===== config.mk =====
export PLATFORM = sky130hd
export DESIGN_NAME = goc_sequencer
export DESIGN_NICKNAME = d
export VERILOG_FILES = /design/src/rtl/goc_pkg.sv /design/src/rtl/goc_sat_counter.sv /design/src/rtl/goc_sequencer.sv
export SDC_FILE = /design/constraint.sdc
export NUM_CORES = 1
export LEC_CHECK = 0
export ABC_AREA = 0
export CAP_MARGIN = 40
export CORE_AREA = 2 2 269 271
export CTS_CLUSTER_SIZE = 8
export DETAILED_ROUTE_END_ITERATION = 8
export DIE_AREA = 0 0 271 273
export RECOVER_POWER = 50
export SLEW_MARGIN = 20
export SYNTH_ARGS = -nofsm -noshare
export SYNTH_HDL_FRONTEND = slang
export SYNTH_HIERARCHICAL = 1
export SYNTH_SLANG_ARGS = --single-unit

===== constraint.sdc =====
create_clock -name clk -period 3 [get_ports clk]
set_input_delay 0.3 -clock clk [delete_from_list [all_inputs] [get_ports clk]]
set_output_delay 0.3 -clock clk [all_outputs]
set_load 0.02 [all_outputs]

===== src/rtl/goc_pkg.sv =====
// goc_pkg: shared types and defaults for the golden-circuit sequencer.
// State encoding and counter width used by goc_sequencer and its counters.
package goc_pkg;

  typedef enum logic [1:0] {
    S_IDLE   = 2'd0,
    S_LAUNCH = 2'd1,
    S_WAIT   = 2'd2,
    S_DONE   = 2'd3
  } state_t;

  localparam int CNT_W_DEF = 16;

endpackage


===== src/rtl/goc_sat_counter.sv =====
// goc_sat_counter: up-counter with synchronous clear that sticks at all-ones.
// Used for the latency counter and the statistics counters.
module goc_sat_counter #(
  parameter int W = 16
) (
  input  logic         clk,
  input  logic         rst_n,
  input  logic         i_clr,
  input  logic         i_inc,
  output logic [W-1:0] o_q
);

  logic [W-1:0] r_q;

  always_ff @(posedge clk or negedge rst_n) begin
    if (!rst_n) begin
      r_q <= '0;
    end else if (i_clr) begin
      r_q <= '0;
    end else if (i_inc && (r_q != '1)) begin
      r_q <= r_q + 1'b1;
    end
  end

  assign o_q = r_q;

endmodule


===== src/rtl/goc_sequencer.sv =====
// goc_sequencer: drives one test vector into a DUT, waits for its result
// or a timeout, and hands the captured result on with latency and stats.
module goc_sequencer
  import goc_pkg::*;
#(
  parameter int TV_W  = 111,
  parameter int RV_W  = 200,
  parameter int CNT_W = CNT_W_DEF
) (
  input  logic             clk,
  input  logic             rst,
  input  logic             abort,
  input  logic [CNT_W-1:0] timeout_limit,
  input  logic             tv_valid,
  output logic             tv_ready,
  input  logic [TV_W-1:0]  tv_data,
  output logic [TV_W-1:0]  dut_in,
  output logic             dut_start,
  input  logic             dut_ready,
  input  logic             dut_valid,
  output logic             dut_request,
  input  logic [RV_W-1:0]  dut_result,
  output logic             res_valid,
  input  logic             res_ready,
  output logic [RV_W-1:0]  res_data,
  output logic             res_timeout,
  output logic [CNT_W-1:0] res_cycles,
  output logic [CNT_W-1:0] vec_count,
  output logic [CNT_W-1:0] to_count,
  output logic             busy
);

  state_t           r_state;
  state_t           w_next;
  logic             r_tv_ready;
  logic             r_start;
  logic             r_req;
  logic [TV_W-1:0]  r_dut_in;
  logic [RV_W-1:0]  r_res_data;
  logic             r_res_to;
  logic [CNT_W-1:0] r_res_cyc;
  logic [CNT_W-1:0] w_lat;
  logic             w_active;
  logic             w_accept;
  logic             w_to_hit;
  logic             w_cap;
  logic             w_tout;
  logic             w_launch;

  assign w_active = (r_state == S_LAUNCH) || (r_state == S_WAIT);
  assign w_accept = (r_state == S_IDLE) && r_tv_ready && tv_valid && !abort;
  assign w_to_hit = (timeout_limit != '0) && (w_lat == timeout_limit);
  assign w_cap    = (r_state == S_WAIT) && dut_valid && !abort;
  // a result arriving on the timeout cycle wins over the timeout
  assign w_tout   = w_active && w_to_hit && !w_cap && !abort;
  assign w_launch = (r_state == S_LAUNCH) && dut_ready && !w_to_hit && !abort;

  always_comb begin
    w_next = r_state;
    if (abort) begin
      w_next = S_IDLE;
    end else begin
      unique case (r_state)
        S_IDLE:   if (w_accept) w_next = S_LAUNCH;
        S_LAUNCH: begin
          if (w_tout)         w_next = S_DONE;
          else if (w_launch)  w_next = S_WAIT;
        end
        S_WAIT:   if (w_cap || w_tout) w_next = S_DONE;
        S_DONE:   if (res_ready) w_next = S_IDLE;
      endcase
    end
  end

  always_ff @(posedge clk or negedge rst) begin
    if (!rst) begin
      r_state    <= S_IDLE;
      r_tv_ready <= 1'b0;
      r_start    <= 1'b0;
      r_req      <= 1'b0;
      r_dut_in   <= '0;
      r_res_data <= '0;
      r_res_to   <= 1'b0;
      r_res_cyc  <= '0;
    end else begin
      r_state    <= w_next;
      r_tv_ready <= (w_next == S_IDLE);
      r_start    <= w_launch;
      r_req      <= w_cap;
      if (w_accept) r_dut_in <= tv_data;
      if (w_cap) begin
        r_res_data <= dut_result;
        r_res_to   <= 1'b0;
        r_res_cyc  <= w_lat;
      end else if (w_tout) begin
        r_res_data <= '0;
        r_res_to   <= 1'b1;
        r_res_cyc  <= timeout_limit;
      end
    end
  end

  goc_sat_counter #(.W(CNT_W)) u_lat (
    .clk   (clk),
    .rst_n (rst),
    .i_clr (w_accept),
    .i_inc (w_active),
    .o_q   (w_lat)
  );

  goc_sat_counter #(.W(CNT_W)) u_vec (
    .clk   (clk),
    .rst_n (rst),
    .i_clr (1'b0),
    .i_inc (w_cap || w_tout),
    .o_q   (vec_count)
  );

  goc_sat_counter #(.W(CNT_W)) u_to (
    .clk   (clk),
    .rst_n (rst),
    .i_clr (1'b0),
    .i_inc (w_tout),
    .o_q   (to_count)
  );

  assign tv_ready    = r_tv_ready;
  assign dut_in      = r_dut_in;
  assign dut_start   = r_start;
  assign dut_request = r_req;
  assign res_valid   = (r_state == S_DONE);
  assign res_data    = r_res_data;
  assign res_timeout = r_res_to;
  assign res_cycles  = r_res_cyc;
  assign busy        = (r_state != S_IDLE);

endmodule


-- Word level (Yosys, flattened, before mapping)
Cells that the tools add are included.
- reduce and logical (&&, ||, !) cells: 26
- add/sub/neg operators: 3
- equal/unequal tests: 7
- muxes and demuxes: 15
- operators with widths (operator ; count):
    200-bit 2-to-1 mux ; 2
    16-bit 2-to-1 mux ; 4
    16-bit by 1-bit adder with 16-bit output, second input constant ; 3
    16-bit != test, second input constant ; 3
    16-bit == test ; 1
    16-bit nonzero test ; 1
    1-bit logical AND ; 15
    2-bit 2-to-1 mux ; 6
    2-bit one-hot mux with 4 select lines ; 1
    2-bit nonzero test ; 3
    2-bit == test, second input constant ; 2
    2-bit logical NOT ; 2
    1-bit logical NOT ; 3
    2-bit by 1-bit == test with 1-bit output, second input constant ; 1
    1-bit logical OR ; 2
    1-bit 2-to-1 mux ; 2
- register bits: 381
- bits of input ports: 334
- output and inout port bits: 365
- word-level logic and storage cells: 62

-- Longest topological paths before layout
- word-level depth: 11
- depth in mapped cells: 13
- gate-level depth less buffers: 9

-- Cells and area by module
The synthesis kept the hierarchy.
- by module, submodules not included (module ; seq. area each (um^2) ; instances ; area each (um^2) ; cells each):
    goc_sequencer ; 8333.0 ; 1 ; 13292.7 ; 1487
    goc_sat_counter ; 400.4 ; 3 ; 942.2 ; 98

-- Worst setup path after synthesis
Ideal clock, no wire load.
- path kind: register to register
- start point: reg u_lat.r_q[11] (netlist: u_lat/o_q[11])
- end point: reg u_vec.r_q[3] (netlist: u_vec/o_q[3])
- data required time: 2.923 ns
- cell stages (with the launch flop): 12
- data arrival time: 2.744 ns
- slack: 0.179 ns
- clock period less this slack: 2.821 ns
- path through: dfrtp_1 -> xor2_1 -> nor4_2 -> nand3_1 -> or3_1 -> buf_2 -> buf_6 -> nand2_1 -> inv_1 -> clkbuf_1 -> or4_2 -> a21oi_1
- longest elaborated chain between the ends: 7
- ends and longest elaborated chain (element ; line ; text):
    start: declaration ; goc_sat_counter.sv:13 ; logic [W-1:0] r_q;
    start signal: assignment ; goc_sat_counter.sv:21 ; r_q <= r_q + 1'b1;
    16-bit == test ; goc_sequencer.sv:52 ; assign w_to_hit = (timeout_limit != '0) && (w_lat == timeout_limit);
    1-bit logical AND ; goc_sequencer.sv:52 ;
    1-bit logical AND (3 in series) ; goc_sequencer.sv:55 ; assign w_tout = w_active && w_to_hit && !w_cap && !abort;
    1-bit logical OR ; goc_sequencer.sv:115 ; .i_inc (w_cap || w_tout),
    1-bit logical AND ; goc_sat_counter.sv:20 ; end else if (i_inc && (r_q != '1)) begin
    end signal: assignment ; goc_sat_counter.sv:21 ;
    end: declaration ; goc_sat_counter.sv:13 ;
Every way passes these cells.
A chain may end at the register's enable or synchronous reset.

-- Worst setup path after layout
- start point: reg u_lat.r_q[15] (netlist: u_lat/o_q[15])
- end point: reg u_vec.r_q[14] (netlist: u_vec/o_q[14])
The elaborated chain is that of the path after synthesis.

==> flow_summary.ini <==
[outcome]
status = complete, but fails checks
violations = capacitance limit, slew limit

[synth]
ys_seq_area_frac = 0.5915
synth_seq_cells = 381
yosys.area.top_type_share = 0.5915
postSynthAreaPerCell_um2 = 9.051
syn_inst = 1781
synthDistinctLibCells = 41
async_reset_ff_frac = 1.000
yosys_warnings = 6
synth-edff-count = 0
yosysTopAreaCell = dfrtp_1
yosys-top-cells-area = dfrtp_1 59%, nand2_1 18%, o21ai_0 6.4%
synthFlopType = dfrtp_1
syn-cell-area_mm2 = 0.01612

[layout]
fin_util = 0.3692
final_cells = 3468
drive_above_1_share = 0.06913
fillCellCount = 7161
area_growth_pct = 62.60
fin_nets = 2851
finalInstanceArea_mm2 = 0.02621

[power_and_ir_drop]
p_per_area_mw_per_mm2 = 891.7
ir_drop_v = 0.0004918
leakage_nw = 11.76

[detailed_routing]
vias = 14970
detail-route-antenna-nets = 0
drtIter0Drc = 724
wl_per_cell_um = 17.28
drt_first_pass_iters = 5
wl_mm = 59.94
route.detailed.drc = 0
viasPerCell = 4.315

[grt]
grt_pass1_vias = 15160
antenna_found_initial = 2
overflow = 0
grt_max_degree = 112
track_usage = 0.1559
grt_pass1_wl_mm = 91.70

[placed_design]
port_buffers = 698
hpwl_mm = 43.48
gp_congestion = 0.8272
dp_slack_ns = -0.1477
dpl.cell_count = 3401
placed_cell_area_mm2 = 0.02475

[timing]
hold-worst-slack_ns = 0.2550
setup_viol = 0
rsz0062_at_grt = no
layout_setup_ws_ns = 0.2103
timing.clock.skew_ns = 0.01906
worst_slew_pin_slew_ns = 2.098
fin_crit_ns = 2.790
relSlewSlack = -0.3987
timing.fmax_mhz = 358.5
fin_crit_sh = 0.9299
slew_violations = 64
finalHoldViolations = 0

[worst_setup_path]
crit_required_ns = 3.50
crit_type = flip-flop to flip-flop
critical_path_peak_fanout = 10
timing.rr.start = u_lat/o_q[15]
cp-end-kind = flip-flop
r2r_slack_ns = 0.21
r2r-end = u_vec/o_q[14]
ff2ff_path_depth = 9
crit_arrival_ns = 3.29
worstSetupStartpointType = flip-flop

[hold_path]
whs_path_depth = 3
whs_endpoint = dut_in[110]
min_from = tv_data[110]
hp-class = input port to flip-flop

[clock_tree]
clock_sink_count = 381
cts_resized = 0
htreeDepth = 2
clk_pin_slew_ns = 0.05
clock_latency_ns = 0.58
clock-root-buffer = clkbuf_16
cts_inserted_buffers = 54
cts_tree = built
clock_path_buffers = 3

[die]
io_pins = 699
row_count = 98
die_x_um = 271
start_util = 0.2270
die_h_um = 273
design.core.area_mm2 = 0.07100
die_area_mm2 = 0.07398

[flow_run]
cap_violations = 1
[metal layers]
metal  up-vias  global-route usage  routed length, um
met5         -                   0                 13
met4         2             0.04493               1390
met3        88             0.04209               4258
met2       474              0.2664              29740
met1      7118              0.1924              24540
li1       7284                   -                  -
[sequential cells by signal (all words and copies together), names as in the netlist, 2 cells and up]
register    flops
res_data      200
dut_in        111
res_cycles     16
u_lat/o_q      16
u_to/o_q       16
u_vec/o_q      16
r_state         2
[stage by stage]
step,power [mW],TNS [ns]
final,23.37,0
after global routing,24.77,0
after CTS,24.15,0
after detailed placement,18.33,-1.659
after global placement,18.25,-1.518
after floorplan,12.56,0
[logic make-up (layout without fill, tap and decap cells)]
family	count (synthesis)	count (layout)	share of synthesized area
AO/OA/AOI/OAI	298	298	0.09974
XOR/XNOR	16	16	0.008693
adder cells (fa/ha/maj)	9	9	0.006986
buffers and inverters	129	862	0.03260
flip-flops	381	381	0.5915
multiplexers	28	28	0.01832
other	1	5	0.0002326
AND/OR/NAND/NOR	919	919	0.2419
[worst max path at each step]
stage / startpoint / end / slack [ns] / cells after the start
detailed placement: timeout_limit[2] / u_vec/o_q[10] / -0.15 / 10
global route: u_lat/o_q[3] / u_vec/o_q[12] / 0.05 / 9
finish: u_lat/o_q[15] / u_vec/o_q[14] / 0.21 / 9
floorplan: u_lat/o_q[11] / u_vec/o_q[3] / 0.18 / 11
CTS: u_lat/o_q[15] / u_vec/o_q[14] / 0.24 / 9
global placement: timeout_limit[2] / u_vec/o_q[12] / -0.13 / 10
[cells in the mapped netlist, types with 4 or more instances]
cell / instances
and3_1: 6
nand3_1: 12
mux2_1: 12
nor2b_1: 16
nor3_1: 8
nor4_1: 18
buf_6: 5
or4_2: 6
clkbuf_1: 104
xor2_1: 16
nor2_1: 15
and4_2: 6
or4_1: 15
a21oi_1: 37
o21ai_0: 205
or3_1: 7
nand2_1: 774
mux2i_1: 16
nand4_1: 20
o21ai_1: 25
dfrtp_1: 381
nor4_4: 4
o31ai_1: 21
inv_1: 15
ha_1: 9
[critical path: stages (launching register included)]
cell and delay [ns]:
dfrtp_1 0.45, xor2_1 0.20, nor4_4 0.25, nand3_1 0.13
or3_1 0.51, nand2_1 0.13, inv_1 0.17, buf_4 0.20
or4_1 0.50, a21oi_1 0.17
[layout by cell type (no fill, tap or decap), types with 18 or more instances in the layout]
master	netlist	final
nand2_1	774	774
clkdlybuf4s50_1	0	528
dfrtp_1	381	381
o21ai_0	205	205
dlygate4sd3_1	0	170
clkbuf_16	0	57
buf_4	0	55
a21oi_1	37	37
o21ai_1	25	25
buf_12	0	21
o31ai_1	21	21
nand4_1	20	20
nor4_1	18	18
[where the power goes]
part / internal [mW] / switching, mW / total, mW
combinational: 4.24 / 5.36 / 9.60
clock: 3.39 / 2.22 / 5.61
sequential: 7.14 / 1.03 / 8.17
total: 14.8 / 8.60 / 23.4
[repair_timing]
action | CTS | global route
setup buffers | 0 | 0
hold buffers | 1 | 0
endpoints found under the hold margin | 59 | 0
[layout make-up]
class                           count  area, um^2  area share
Multi-Input combinational cell   1274        6076      0.2318
Sequential cell                   381        9534      0.3638
Tap cell                          950        1189     0.04535
Antenna cell                        1       2.502  0.00009547
Inverter                           17       71.32    0.002721
Clock buffer                       65        1486     0.05671
Timing Repair Buffer              780        7851      0.2996
Note: power is estimated with default switching activity, not from simulation.
